File: src/rtl/imm_decode_stage.sv
// Immediate-decode pipeline stage for the RV32I/RV64I front end.
// Accepts {instruction, pc} over valid/ready and classifies the encoding format.
// Produces the sign-extended immediate, its type, an illegal flag and pc+imm.
// A one-deep skid register behind the output register keeps full throughput
// while in_ready stays a pure register output.
module imm_decode_stage #(
  parameter int XLEN  = 32,
  parameter int CNT_W = 16
) (
  input  logic             clk,
  input  logic             rst_n,
  input  logic             in_valid,
  output logic             in_ready,
  input  logic [31:0]      in_instr,
  input  logic [XLEN-1:0]  in_pc,
  output logic             out_valid,
  input  logic             out_ready,
  output logic [31:0]      out_instr,
  output logic [XLEN-1:0]  out_pc,
  output logic [XLEN-1:0]  out_imm,
  output logic [2:0]       out_imm_type,
  output logic             out_illegal,
  output logic [XLEN-1:0]  out_target,
  input  logic             cnt_clr,
  output logic [CNT_W-1:0] illegal_cnt
);

  localparam bit IS_RV64 = (XLEN == 64);

  localparam logic [6:0] OPC_LOAD      = 7'b0000011;
  localparam logic [6:0] OPC_OP_IMM    = 7'b0010011;
  localparam logic [6:0] OPC_JALR      = 7'b1100111;
  localparam logic [6:0] OPC_FENCE     = 7'b0001111;
  localparam logic [6:0] OPC_SYSTEM    = 7'b1110011;
  localparam logic [6:0] OPC_OP_IMM_32 = 7'b0011011;
  localparam logic [6:0] OPC_STORE     = 7'b0100011;
  localparam logic [6:0] OPC_BRANCH    = 7'b1100011;
  localparam logic [6:0] OPC_LUI       = 7'b0110111;
  localparam logic [6:0] OPC_AUIPC     = 7'b0010111;
  localparam logic [6:0] OPC_JAL       = 7'b1101111;
  localparam logic [6:0] OPC_OP        = 7'b0110011;
  localparam logic [6:0] OPC_OP_32     = 7'b0111011;

  localparam logic [CNT_W-1:0] CNT_MAX = '1;

  typedef enum logic [2:0] {
    IMM_NONE    = 3'd0,
    IMM_I       = 3'd1,
    IMM_S       = 3'd2,
    IMM_B       = 3'd3,
    IMM_U       = 3'd4,
    IMM_J       = 3'd5,
    IMM_ILLEGAL = 3'd7
  } imm_type_e;

  // Everything one buffer slot holds; the target is precomputed at capture.
  typedef struct packed {
    logic [31:0]     instr;
    logic [XLEN-1:0] pc;
    logic [XLEN-1:0] imm;
    imm_type_e       imm_type;
    logic            illegal;
    logic [XLEN-1:0] target;
  } entry_t;

  imm_type_e       w_type;
  logic [XLEN-1:0] w_imm;
  entry_t          w_new;

  entry_t          r_out;
  entry_t          r_skid;
  logic            r_out_valid;
  logic            r_skid_valid;
  logic            r_in_ready;
  logic [CNT_W-1:0] r_cnt;

  logic w_accept;
  logic w_out_xfer;
  logic w_out_load;
  logic w_out_from_skid;
  logic w_skid_load;
  logic w_out_valid_nxt;
  logic w_skid_valid_nxt;

  // Classify the incoming opcode into its immediate format.
  always_comb begin
    // NOTE: every combinational output gets a default first so no path leaves it unassigned (no latch).
    w_type = IMM_ILLEGAL;
    if (in_instr[1:0] == 2'b11) begin
      case (in_instr[6:0])
        OPC_LOAD, OPC_OP_IMM, OPC_JALR,
        OPC_FENCE, OPC_SYSTEM:        w_type = IMM_I;
        OPC_OP_IMM_32:                w_type = IS_RV64 ? IMM_I : IMM_ILLEGAL;
        OPC_STORE:                    w_type = IMM_S;
        OPC_BRANCH:                   w_type = IMM_B;
        OPC_LUI, OPC_AUIPC:           w_type = IMM_U;
        OPC_JAL:                      w_type = IMM_J;
        OPC_OP:                       w_type = IMM_NONE;
        OPC_OP_32:                    w_type = IS_RV64 ? IMM_NONE : IMM_ILLEGAL;
        default:                      w_type = IMM_ILLEGAL;
      endcase
    end
  end

  // Assemble the immediate; sign bit is always instr[31], extended by a signed size cast.
  always_comb begin
    w_imm = '0;
    case (w_type)
      IMM_I: w_imm = XLEN'($signed(in_instr[31:20]));
      IMM_S: w_imm = XLEN'($signed({in_instr[31:25], in_instr[11:7]}));
      IMM_B: w_imm = XLEN'($signed({in_instr[31], in_instr[7], in_instr[30:25],
                                    in_instr[11:8], 1'b0}));
      IMM_U: w_imm = XLEN'($signed({in_instr[31:12], 12'b0}));
      IMM_J: w_imm = XLEN'($signed({in_instr[31], in_instr[19:12], in_instr[20],
                                    in_instr[30:21], 1'b0}));
      default: w_imm = '0;
    endcase
  end

  // Pack the freshly decoded instruction into a buffer entry.
  always_comb begin
    w_new          = '0;
    w_new.instr    = in_instr;
    w_new.pc       = in_pc;
    w_new.imm      = w_imm;
    w_new.imm_type = w_type;
    w_new.illegal  = (w_type == IMM_ILLEGAL);
    w_new.target   = in_pc + w_imm;
  end

  // Steering: the output register refills when empty or draining, otherwise new data parks in the skid.
  // in_ready is low whenever the skid is full, so an accept never coincides with a skid-to-out move.
  always_comb begin
    w_accept         = in_valid & r_in_ready;
    w_out_xfer       = r_out_valid & out_ready;
    w_out_load       = ~r_out_valid | w_out_xfer;
    w_out_from_skid  = w_out_load & r_skid_valid;
    w_skid_load      = w_accept & ~w_out_load;
    w_out_valid_nxt  = w_out_load ? (r_skid_valid | w_accept) : 1'b1;
    w_skid_valid_nxt = w_skid_load ? 1'b1 : (w_out_from_skid ? 1'b0 : r_skid_valid);
  end

  // Occupancy flags and the registered in_ready.
  always_ff @(posedge clk or negedge rst_n) begin
    if (!rst_n) begin
      r_out_valid  <= 1'b0;
      r_skid_valid <= 1'b0;
      r_in_ready   <= 1'b1;
    end else begin
      // NOTE: state registers use non-blocking assignments so every flop samples pre-edge values.
      r_out_valid  <= w_out_valid_nxt;
      r_skid_valid <= w_skid_valid_nxt;
      r_in_ready   <= ~w_skid_valid_nxt;
    end
  end

  // Output register payload: loads from the skid first to keep program order.
  always_ff @(posedge clk or negedge rst_n) begin
    if (!rst_n) begin
      // NOTE: payload registers are reset too, because every output must read 0 out of reset.
      r_out <= '0;
    end else if (w_out_from_skid) begin
      r_out <= r_skid;
    end else if (w_out_load && w_accept) begin
      r_out <= w_new;
    end
  end

  // Skid register payload: captures an accept while the output is stalled.
  always_ff @(posedge clk or negedge rst_n) begin
    if (!rst_n) begin
      r_skid <= '0;
    end else if (w_skid_load) begin
      r_skid <= w_new;
    end
  end

  // Saturating count of illegal instructions handed downstream; clear wins.
  always_ff @(posedge clk or negedge rst_n) begin
    if (!rst_n) begin
      r_cnt <= '0;
    end else if (cnt_clr) begin
      r_cnt <= '0;
    end else if (w_out_xfer && r_out.illegal && (r_cnt != CNT_MAX)) begin
      r_cnt <= r_cnt + CNT_W'(1);
    end
  end

  assign in_ready     = r_in_ready;
  assign out_valid    = r_out_valid;
  assign out_instr    = r_out.instr;
  assign out_pc       = r_out.pc;
  assign out_imm      = r_out.imm;
  assign out_imm_type = r_out.imm_type;
  assign out_illegal  = r_out.illegal;
  assign out_target   = r_out.target;
  assign illegal_cnt  = r_cnt;

endmodule

File: config.mk
export PLATFORM = sky130hd
export DESIGN_NAME = imm_decode_stage
export DESIGN_NICKNAME = d
export VERILOG_FILES = /design/src/rtl/imm_decode_stage.sv
export SDC_FILE = /design/constraint.sdc
export NUM_CORES = 1
export LEC_CHECK = 0
export BUFFER_PORTS_ARGS = -buffer_cell sky130_fd_sc_hd__buf_2
export CAP_MARGIN = 25
export CORE_MARGIN = 1.5
export CORE_UTILIZATION = 60
export DETAILED_ROUTE_END_ITERATION = 12
export PLACE_DENSITY = 0.84
export SETUP_SLACK_MARGIN = 0.02
export SYNTH_ARGS = -nofsm -noshare
export SYNTH_HDL_FRONTEND = slang
export SYNTH_SLANG_ARGS = --single-unit
File: constraint.sdc
create_clock -name clk -period 3.2 [get_ports clk]
set_input_delay 0.64 -clock clk [delete_from_list [all_inputs] [get_ports clk]]
set_output_delay 0.64 -clock clk [all_outputs]
set_load 0.02 [all_outputs]
==> impl_metrics.toml, run 1 <==
[outcome]
status = "finished with violations"
violations = "setup timing"

[cts]
cts.sinks = 283
path_clk_slew_ns = 0.06
tritoncts = "yes"
cts_buffers = 29
htreeDepth = 1
cts_root_buf = "clkbuf_16"
clock_latency_ns = 0.55
clk_path_buf_depth = 3

[power_and_ir_drop]
power_density_nw_per_um2 = 609
p_leak_nw = 8.92
power_mw = 11.0
ir_drop_mv = 0.540

[grt]
grt_antenna_before_repair = 0
grt_pass1_wl_um = 62200
overflow = 0
grt_pass1_vias = 11800
groute.usage.overall_pct = 32.9
grt_max_degree = 186

[routing]
wl_per_cell_um = 20.0
avgViaCountPerCell = 5.99
num_vias = 11900
routed_wl_um = 39900
final_antenna_net_count = 0
drcViolationCount = 0
drt_first_iter_violations = 931
first_pass_iters = 5

[timing]
fin_crit_ns = 3.70
fmax_mhz = 270
finalWorstSetupSlack_ns = -0.504
fin_setup_tns_ns = -11.09
setup_viol = 48
skew_ns = 0.0119
max_slew_margin_pct = 42.6
finalCritPeriodShare_pct = 116
drv_slew = 0
hold_viol = 0
worstMarginPinSlew_ns = 0.861
rsz0062_at_grt = "true"

[synthesis]
synth_simple_gate_area_share_pct = 10.8
synthesis.area_sq_um = 13600
yosysWarnings = 0
synthCells = 1336
synth_top_family_by_area = "compound AO/OA/AOI/OAI gates"
synth-compound-area-share_pct = 15.9
synth_mux_area_share_pct = 12.1
ys_seq_area_share_pct = 52.1
ys_seq_elements = 283
synthArstFlopShare_pct = 100
syn_avg_cell_area_sq_um = 10.2
syn_nets = 1438
synthXorXnorAreaFrac_pct = 2.70
ys_types = 62
synth_edf_count = 0
synth_flop_cell = "dfrtp_1"
synthAdderAreaFrac_pct = 3.09

[placement]
routabilityCongestion = 0.905
hpwlAfterDp_um = 26500
port_buffers = 218
pre_cts_ws_ns = -1.08
dpl_cell_area_sq_um = 16100

[final_layout]
antennaDiodeCount = 0
fillerInstances = 1276
multiInputGateArea_sq_um = 6900
seqCellArea_sq_um = 7090
final_area_sq_um = 18000
nNetsFinal = 1797
drive_above_1_share_pct = 39.3
area_growth_pct = 32.6

[job]
maxCapViolCount = 0

[setup_path]
required_ns = 3.66
crit_arrival_ns = 4.16
endpoint_kind = "flop"
r2r_start = "illegal_cnt[7]$_DFFE_PN0P_"
critical_path_class = "input port to flop"
startpoint = "in_instr[5]"
crit_path_start_kind = "input port"
path_max_fanout = 3

[floorplan]
fp.dieArea_sq_um = 23600
core-area_sq_um = 22000
io_pins = 219
die_h_um = 154
die_w_um = 154
start_util_pct = 61.8
fp-row-count = 54

[worst_hold_path]
hp-class = "input port to async pin"
-- registers in the layout, summed over array words and instances (netlist names) --
register / flops
r_skid: 132
out_imm: 32
out_instr: 32
out_pc: 32
out_target: 32
illegal_cnt: 16
out_imm_type: 3
in_ready: 1
out_illegal: 1
out_valid: 1
r_skid_valid: 1
-- cell usage in the layout (no fill, tap or decap), drive strengths merged, types with 3 or more instances in the layout --
| cell type | synthesis | layout |
|---|---|---|
| buf | 15 | 408 |
| dfrtp | 282 | 282 |
| nand2 | 211 | 211 |
| o21ai | 205 | 205 |
| a21oi | 80 | 80 |
| mux2 | 79 | 79 |
| mux2i | 76 | 76 |
| nor2 | 56 | 56 |
| clkbuf | 65 | 38 |
| ha | 32 | 32 |
| a21o | 27 | 27 |
| inv | 27 | 27 |
| xor2 | 26 | 26 |
| xnor2 | 16 | 16 |
| and3 | 15 | 15 |
| nand3 | 12 | 12 |
| nand2b | 10 | 10 |
| nor3 | 9 | 9 |
| o21a | 9 | 9 |
| o22ai | 6 | 6 |
| a211oi | 6 | 6 |
| and2 | 6 | 6 |
| a31oi | 6 | 6 |
| or2 | 5 | 5 |
| nand4 | 5 | 5 |
| clkinv | 0 | 5 |
| a22o | 5 | 5 |
| and4 | 4 | 4 |
| a211o | 3 | 3 |
| o211ai | 3 | 3 |
| o21bai | 3 | 3 |
| or3 | 3 | 3 |
| bufinv | 0 | 3 |
| clkinvlp | 0 | 3 |
| a31o | 3 | 3 |
| nor2b | 3 | 3 |
-- metrics by stage --
| step | utilization [%] | hold slack [ns] | instances |
|---|---|---|---|
| after CTS | 80.2 | 0.121 | 1981 |
| after detailed placement | 73.2 | 0.463 | 1915 |
| final | 81.9 | 0.104 | 1993 |
| after global routing | 81.9 | 0.155 | 1993 |
| after floorplan | - | 0.344 | 1336 |
| after global placement | 73.2 | 0.455 | 1915 |
-- worst max-delay path, stage by stage --
cell	delay, ns
buf_6	0.09
or3b_4	0.41
o21ai_1	0.09
nand3b_1	0.11
a21oi_2	0.22
a22o_1	0.27
ha_2	0.22
inv_2	0.04
fa_2	0.35
nand2b_4	0.16
a21oi_2	0.16
o2111a_1	0.26
o21ai_2	0.10
a211oi_2	0.35
o41ai_2	0.15
xnor2_1	0.25
o22ai_1	0.11
o21ai_1	0.18
-- cell usage after synthesis, types with 4 or more instances --
cell type	number	area, sq um
clkbuf_1	64	240
buf_2	4	20.0
and4_1	4	35.0
nor2_1	55	206
or2_2	4	25.0
nand2b_1	10	62.6
ha_1	32	400
and2_1	5	31.3
nand2_1	211	792
o21ai_1	11	55.1
a21oi_2	12	105
mux2i_1	76	761
o22ai_1	6	37.5
o21a_1	9	67.6
a21o_1	27	203
dfrtp_1	282	7060
a211oi_1	6	45.0
nand4_1	5	31.3
mux2_2	79	890
nor3_1	9	45.0
inv_1	27	101
nand3_1	12	60.1
a22o_1	5	43.8
and3_1	15	93.8
o21ai_0	193	966
xnor2_1	16	140
xor2_1	26	228
buf_1	7	26.3
a31oi_1	6	37.5
a21oi_1	68	340
-- path summary, 6_finish.rpt --
kind                                                to  cells after the start  slack, ns
setup / recovery            out_target[28]$_DFFE_PN0P_                     18      -0.50
hold / removal                  out_pc[26]$_DFFE_PN0P_                      1       0.10
max in group asynchronous           in_ready$_DFF_PN1_                      2       2.29
min in group clk               r_skid[116]$_DFFE_PN0P_                      2       0.38
hold reg to reg              out_instr[26]$_DFFE_PN0P_                      2       0.47
setup reg to reg           illegal_cnt[13]$_DFFE_PN0P_                      9       0.81
-- layer usage --
metal  GRT usage (%)  up-vias  part of all wire, %
li1                -     5384                    -
met1            42.5     5947                   40
met2            57.7      488                   50
met3            4.93      120                  6.2
met4            9.99        0                  3.9
met5               0        -                    0
-- timing repair --
item | 4_1_cts | 5_1_grt
buffers inserted | 18 | 14
setup endpoints to repair | 48 | 50
gates resized for setup | 107 | 57
pin swaps | 65 | 50
hold buffers | 0 | 0
-- power by group --
| part | switching [mW] | internal (mW) |
|---|---|---|
| logic | 1.73 | 1.10 |
| registers | 0.443 | 4.36 |
| clock network | 1.38 | 1.98 |
| total | 3.55 | 7.45 |
-- cell families (layout without fill, tap and decap cells) --
kind of cell	count (synthesis)	count (layout)
multiplexers	155	155
adder cells (fa/ha/maj)	33	33
XOR/XNOR	42	42
AO/OA/AOI/OAI	373	373
flip-flops	283	283
AND/OR/NAND/NOR	343	343
buffers and inverters	107	484
-- cell type report --
class | instances | share of cell area (%)
Clock buffer | 38 | 4.43
Tap cell | 280 | 1.94
Inverter | 27 | 0.562
Clock inverter | 11 | 0.763
Timing Repair Buffer | 408 | 14.8
Sequential cell | 283 | 39.3
Multi-Input combinational cell | 946 | 38.2
Power figures use the tool's default switching activity.
==> inputs of run 2 (changes only) <==
--- a/config.mk
+++ b/config.mk
@@ -8,9 +8,10 @@
 export BUFFER_PORTS_ARGS = -buffer_cell sky130_fd_sc_hd__buf_2
 export CAP_MARGIN = 25
 export CORE_MARGIN = 1.5
-export CORE_UTILIZATION = 60
+export CORE_UTILIZATION = 57
+export CTS_CLUSTER_DIAMETER = 30
 export DETAILED_ROUTE_END_ITERATION = 12
-export PLACE_DENSITY = 0.84
+export PLACE_DENSITY = 0.8
 export SETUP_SLACK_MARGIN = 0.02
 export SYNTH_ARGS = -nofsm -noshare
 export SYNTH_HDL_FRONTEND = slang
==> constraint.sdc (replaced) <==
create_clock -name clk -period 3.8 [get_ports clk]
set_input_delay 0.76 -clock clk [delete_from_list [all_inputs] [get_ports clk]]
set_output_delay 0.76 -clock clk [all_outputs]
set_load 0.02 [all_outputs]
==> run 2 against run 1 <==
  * Clock power is 57% higher
  * Via count is 0.76% lower
  * Die area grew 5.2%
  * Highest routed layer unchanged
  * Largest power group is now the clock network
  * The run now ends clean
==> impl_metrics.toml, run 2 (synthesis gave the netlist of run 1 again) <==
[power_and_ir_drop]
seq_power_share_pct = 35.1
p_leak_nw = 9.14
power_density_nw_per_um2 = 631
ir_drop_mv = 0.451
switching_share_pct = 30.3
p_sw_mw = 3.52
intPower_mw = 8.10
combPwrFrac_pct = 19.5
pwr-share-clk_pct = 45.4

[grt]
overflow = 0
grt_max_degree = 101
grt_pass1_vias = 11900
grt_antenna_before_repair = 0
groute.usage.overall_pct = 32.4
grt_pass1_wl_um = 62600

[floorplan]
core-area_sq_um = 23500
fp-row-count = 56
io_pins = 219
die_w_um = 158
fp.dieArea_sq_um = 24800
start_util_pct = 58.0
die_h_um = 158

[final_layout]
fillerInstances = 1493
finalNonFillerCells = 2045
area_growth_pct = 35.2
drive_above_1_share_pct = 36.2
nNetsFinal = 1781
antennaDiodeCount = 0
final_cell_mix = "dfrtp_1, buf_2, nand2_1"
regMostFlops = "r_skid"
final_common_cell = "dfrtp_1"
largest_reg_flops = 132

[cts]
path_clk_slew_ns = 0.05
cts.sinks = 283
cts_buffers = 58
clk_path_buf_depth = 3
hold_buffers = 0
clock_latency_ns = 0.58
htreeDepth = 2
tritoncts = "yes"
cts_root_buf = "clkbuf_16"

[routing]
drcViolationCount = 0
routed_wl_um = 39900
wl_per_cell_um = 19.5
drt_first_iter_violations = 869
avgViaCountPerCell = 5.79
num_vias = 11800
first_pass_iters = 5
final_antenna_net_count = 0

[worst_hold_path]
hp-class = "input port to async pin"

[setup_path]
r2r_cells = 6
critical_path_class = "input port to flop"
required_ns = 4.23
path_max_fanout = 8
crit_path_start_kind = "input port"
crit_arrival_ns = 4.20
endpoint_kind = "flop"

[placement]
hpwlAfterDp_um = 26700
dp.cells = 1933
routabilityCongestion = 0.915
port_buffers = 218

[outcome]
status = "complete, no violations"

[timing]
rsz0062_at_grt = "true"
hold_viol = 0
max_slew_margin_pct = 44.9
fin_crit_ns = 3.76
drv_slew = 0
worstMarginPinSlew_ns = 0.826
finalCritPeriodShare_pct = 99.0
fmax_mhz = 266
skew_ns = 0.0168
fin_setup_tns_ns = 0
setup_viol = 0

[job]
maxCapViolCount = 0
run 2: cell count changes in the layout (fill, tap and decap cells not counted), sizes merged:
cell      previous run  this run
clkinvlp             3         8
clkbuf              38        68
clkinv               5        15
inv                 27        35
buf                408       363
bufinv               3         8
run 2: final cells by class:
| cell class | count | area, sq um | area share, % |
|---|---|---|---|
| tap | 319 | 399 | 2.17 |
| timing repair buffer | 363 | 2290 | 12.5 |
| clock buffer | 68 | 1590 | 8.64 |
| sequential | 283 | 7090 | 38.5 |
| inverter | 27 | 101 | 0.551 |
| multi-input combinational | 946 | 6450 | 35.0 |
| clock inverter | 39 | 479 | 2.60 |
run 2: metrics by stage:
| step | worst slack, ns | util (%) | hold slack, ns | area [sq um] | total power, mW |
|---|---|---|---|---|---|
| 2_1_floorplan | -0.324 | - | 0.442 | 13700 | 5.39 |
| 3_3_place_gp | -0.601 | 68.2 | 0.456 | 16000 | 6.20 |
| 3_5_place_dp | -0.797 | 68.2 | 0.463 | 16000 | 6.30 |
| 4_1_cts | 0.0202 | 77.3 | 0.288 | 18100 | 11.6 |
| 5_1_grt | -0.0772 | 78.4 | 0.287 | 18400 | 12.1 |
| 6_report | 0.0397 | 78.4 | 0.217 | 18400 | 11.6 |
run 2: path summary, 6_finish.rpt:
path	end	from	slack [ns]
setup / recovery	out_target[21]$_DFFE_PN0P_	in_instr[5]	0.04
hold / removal	out_pc[30]$_DFFE_PN0P_	rst_n	0.22
setup reg to reg	out_target[26]$_DFFE_PN0P_	r_skid_valid$_DFF_PN0_	1.31
hold reg to reg	out_pc[0]$_DFFE_PN0P_	out_pc[0]$_DFFE_PN0P_	0.47
max in group asynchronous	out_imm[4]$_DFFE_PN0P_	rst_n	2.64
min in group clk	r_skid[100]$_DFFE_PN0P_	in_instr[0]	0.47
run 2: layer usage:
metal	track usage, %	share of wire [%]	vias up
met1	41.0	40	5833
li1	-	-	5399
met5	0	0	-
met2	55.0	49	504
met4	12.4	3.5	0
met3	6.55	7.4	112
run 2: what timing repair did:
item | CTS | global route
gates cloned | 0 | 0
setup buffers | 2 | 3
endpoints found under the setup margin | 22 | 32
pin swaps | 9 | 25
gates resized for setup | 11 | 47
run 2: critical path, stage by stage:
cell and delay [ns]:
buf_6 0.09, buf_4 0.16, and3_4 0.18, o21ai_4 0.16
a21oi_2 0.09, buf_4 0.14, o21a_4 0.23, a21o_1 0.22
ha_4 0.32, and4_4 0.23, and3_4 0.19, o2111ai_1 0.11
o211ai_1 0.47, buf_4 0.21, o221ai_2 0.10, xor2_1 0.22
nand2_1 0.08, o21ai_1 0.13, o21ai_1 0.09
run 2: power by group through the flow:
stage          Sequential, mW  Clock [mW]  Combinational, mW
6_report                 4.08        5.27               2.26
5_1_grt                  4.15        5.45               2.47
4_1_cts                  4.07        5.30               2.24
3_5_place_dp             4.10           0               2.20
3_3_place_gp             4.06           0               2.14
2_1_floorplan            4.42           0              0.965
==> inputs of run 3 (changes only) <==
--- a/config.mk
+++ b/config.mk
@@ -11,7 +11,7 @@
 export CORE_UTILIZATION = 57
 export CTS_CLUSTER_DIAMETER = 30
 export DETAILED_ROUTE_END_ITERATION = 12
-export PLACE_DENSITY = 0.8
+export PLACE_DENSITY = 0.87
 export SETUP_SLACK_MARGIN = 0.02
 export SYNTH_ARGS = -nofsm -noshare
 export SYNTH_HDL_FRONTEND = slang
==> run 3 against run 2 <==
  * The run now ends with setup timing left
  * Combinational power grew 2%
  * Fmax fell by 2.1%
  * First-iteration DRC count increased by 14%
  * Register-to-register slack got worse by 0.04 ns
  * Flip-flop and latch count unchanged
  * Clock power down 4.0%
  * Final cell count about the same
  * Critical path depth shrank 2
  * Wire length increased by 3.5%
  * Non-clock buffer count grew 7
  * Clock skew up 0.0045 ns
  * Critical path type unchanged
  * Critical endpoint is now r_skid[28]$_DFFE_PN0P_
  * Largest power group unchanged
  * Highest routed layer unchanged
==> impl_metrics.toml, run 3 (synthesis gave the netlist of run 1 again) <==
[routing]
first_pass_iters = 5
drt_first_iter_violations = 994
num_vias = 12100
routed_wl_um = 41300
final_antenna_net_count = 0
wl_per_cell_um = 20.2
drcViolationCount = 0
avgViaCountPerCell = 5.89

[final_layout]
final_common_cell = "dfrtp_1"
drive_above_1_share_pct = 36.6
regMostFlops = "r_skid"
nNetsFinal = 1784
largest_reg_flops = 132
final_cell_mix = "dfrtp_1, buf_2, nand2_1"
area_growth_pct = 35.1
final_area_sq_um = 18400
finalNonFillerCells = 2047

[power_and_ir_drop]
combPwrFrac_pct = 20.2
pwr-share-clk_pct = 44.2
p_leak_nw = 9.10
seq_power_share_pct = 35.6
intPower_mw = 7.98
p_sw_mw = 3.47
power_density_nw_per_um2 = 623
ir_drop_mv = 0.481
switching_share_pct = 30.3

[cts]
tritoncts = "yes"
clock_latency_ns = 0.56
htreeDepth = 2
cts_root_buf = "clkbuf_16"
path_clk_slew_ns = 0.05
clk_path_buf_depth = 3
hold_buffers = 0
cts.sinks = 283
cts_buffers = 54

[floorplan]
die_h_um = 158
core-area_sq_um = 23500
fp.dieArea_sq_um = 24800
fp-row-count = 56
io_pins = 219
start_util_pct = 58.0
die_w_um = 158

[timing]
whs_ns = 0.182
setup_viol = 5
worstMarginPinSlew_ns = 0.769
fmax_mhz = 260
max_slew_margin_pct = 48.5
finalCritPeriodShare_pct = 101
rsz0062_at_grt = "true"
finalWorstSetupSlack_ns = -0.0409
hold_viol = 0
skew_ns = 0.0213
drv_slew = 0
fin_crit_ns = 3.84

[worst_hold_path]
hp-class = "input port to async pin"

[setup_path]
r2r-end = "out_imm_type[1]$_DFFE_PN0P_"
endpoint_kind = "flop"
r2r_start = "r_skid_valid$_DFF_PN0_"
crit_path_start_kind = "input port"
crit_top_cell = "a21oi_2"
crit_arrival_ns = 4.27
crit_chain = "buf_6 -> or3b_4 -> a211o_1 -> a21oi_2 -> or2_4 -> buf_12 -> nand2_4 -> inv_4 -> ha_4 -> a21oi_2 -> o21ai_2 -> a221o_1 -> o21ai_4 -> a211oi_4 -> o41ai_2 -> xnor2_1 -> mux2_2"
critical_path_class = "input port to flop"
required_ns = 4.23
r2r_setup_slack_ns = 1.27
r2r_cells = 4
cp_slowest_stage_delay_ns = 0.42
cpMaxStageDelayCell = "a221o_1"
path_max_fanout = 4

[grt]
grt_max_degree = 123
groute.usage.overall_pct = 33.1
grt_pass1_vias = 12100
grt_antenna_before_repair = 3
overflow = 0
grt_pass1_wl_um = 63300

[placement]
dpl_cell_area_sq_um = 16000
hpwlAfterDp_um = 27100
pre_cts_ws_ns = -0.684
dp.cells = 1936
routabilityCongestion = 0.954
port_buffers = 218

[job]
maxCapViolCount = 0

[outcome]
violations = "setup timing"
status = "finished with violations"
run 3: cell count changes in the layout (fill, tap and decap cells not counted), moves of 5 or more:
cell / previous run / this run
a21oi_2: 16 / 21
inv_6: 7 / 2
clkbuf_16: 59 / 54
buf_4: 137 / 144
run 3: power by group through the flow:
| stage | registers, mW | logic, mW | clock network [mW] |
|---|---|---|---|
| 2_1_floorplan | 4.42 | 0.965 | 0 |
| 3_3_place_gp | 4.04 | 2.14 | 0 |
| 3_5_place_dp | 4.08 | 2.22 | 0 |
| 4_1_cts | 4.06 | 2.27 | 5.10 |
| 5_1_grt | 4.14 | 2.51 | 5.25 |
| 6_report | 4.08 | 2.31 | 5.06 |
run 3: cell type report:
type | instances | area (sq um)
Antenna cell | 2 | 5.00
Clock buffer | 64 | 1460
Clock inverter | 36 | 504
Fill cell | 1406 | 5090
Inverter | 27 | 104
Multi-Input combinational cell | 946 | 6480
Sequential cell | 283 | 7090
Tap cell | 319 | 399
Timing Repair Buffer | 370 | 2340
run 3: how the worst max path moves through the flow:
stage	from	to	slack, ns	cells past startpoint
final	in_instr[6]	r_skid[28]$_DFFE_PN0P_	-0.04	17
after global routing	in_instr[5]	out_target[16]$_DFFE_PN0P_	-0.09	19
after CTS	in_instr[5]	out_target[28]$_DFFE_PN0P_	0.006	18
after detailed placement	in_instr[5]	out_target[28]$_DFFE_PN0P_	-0.68	18
after global placement	in_instr[5]	r_skid[28]$_DFFE_PN0P_	-0.52	17
after floorplan	in_instr[6]	out_target[31]$_DFFE_PN0P_	-0.32	21
run 3: worst max-delay path: cells and delay by family:
family | cells | cell delay (ns)
XOR/XNOR | 1 | 0.16
adder cells (fa/ha/maj) | 1 | 0.20
multiplexers | 1 | 0.28
AND/OR/NAND/NOR | 3 | 0.66
AO/OA/AOI/OAI | 8 | 1.90
buffers and inverters | 3 | 0.28
run 3: timing repair:
item	4_1_cts	5_1_grt
pin swaps	5	29
gates resized for setup	12	52
buffers inserted	2	7
setup endpoints to repair	16	36
run 3: metal layers:
metal | part of all wire [%] | vias to the layer above | GRT usage, %
li1 | - | 5384 | -
met2 | 49 | 537 | 56.7
met1 | 38 | 5941 | 39.4
met3 | 6.8 | 189 | 6.86
met4 | 5.9 | 0 | 16.9
met5 | 0 | - | 0
run 3: through the flow:
stage          utilization (%)  TNS [ns]  power (mW)
2_1_floorplan                -     -2.95        5.39
3_3_place_gp              68.3    -15.30        6.18
3_5_place_dp              68.3    -18.87        6.30
4_1_cts                   77.0         0        11.4
5_1_grt                   78.3    -0.536        11.9
6_report                  78.3    -0.103        11.5
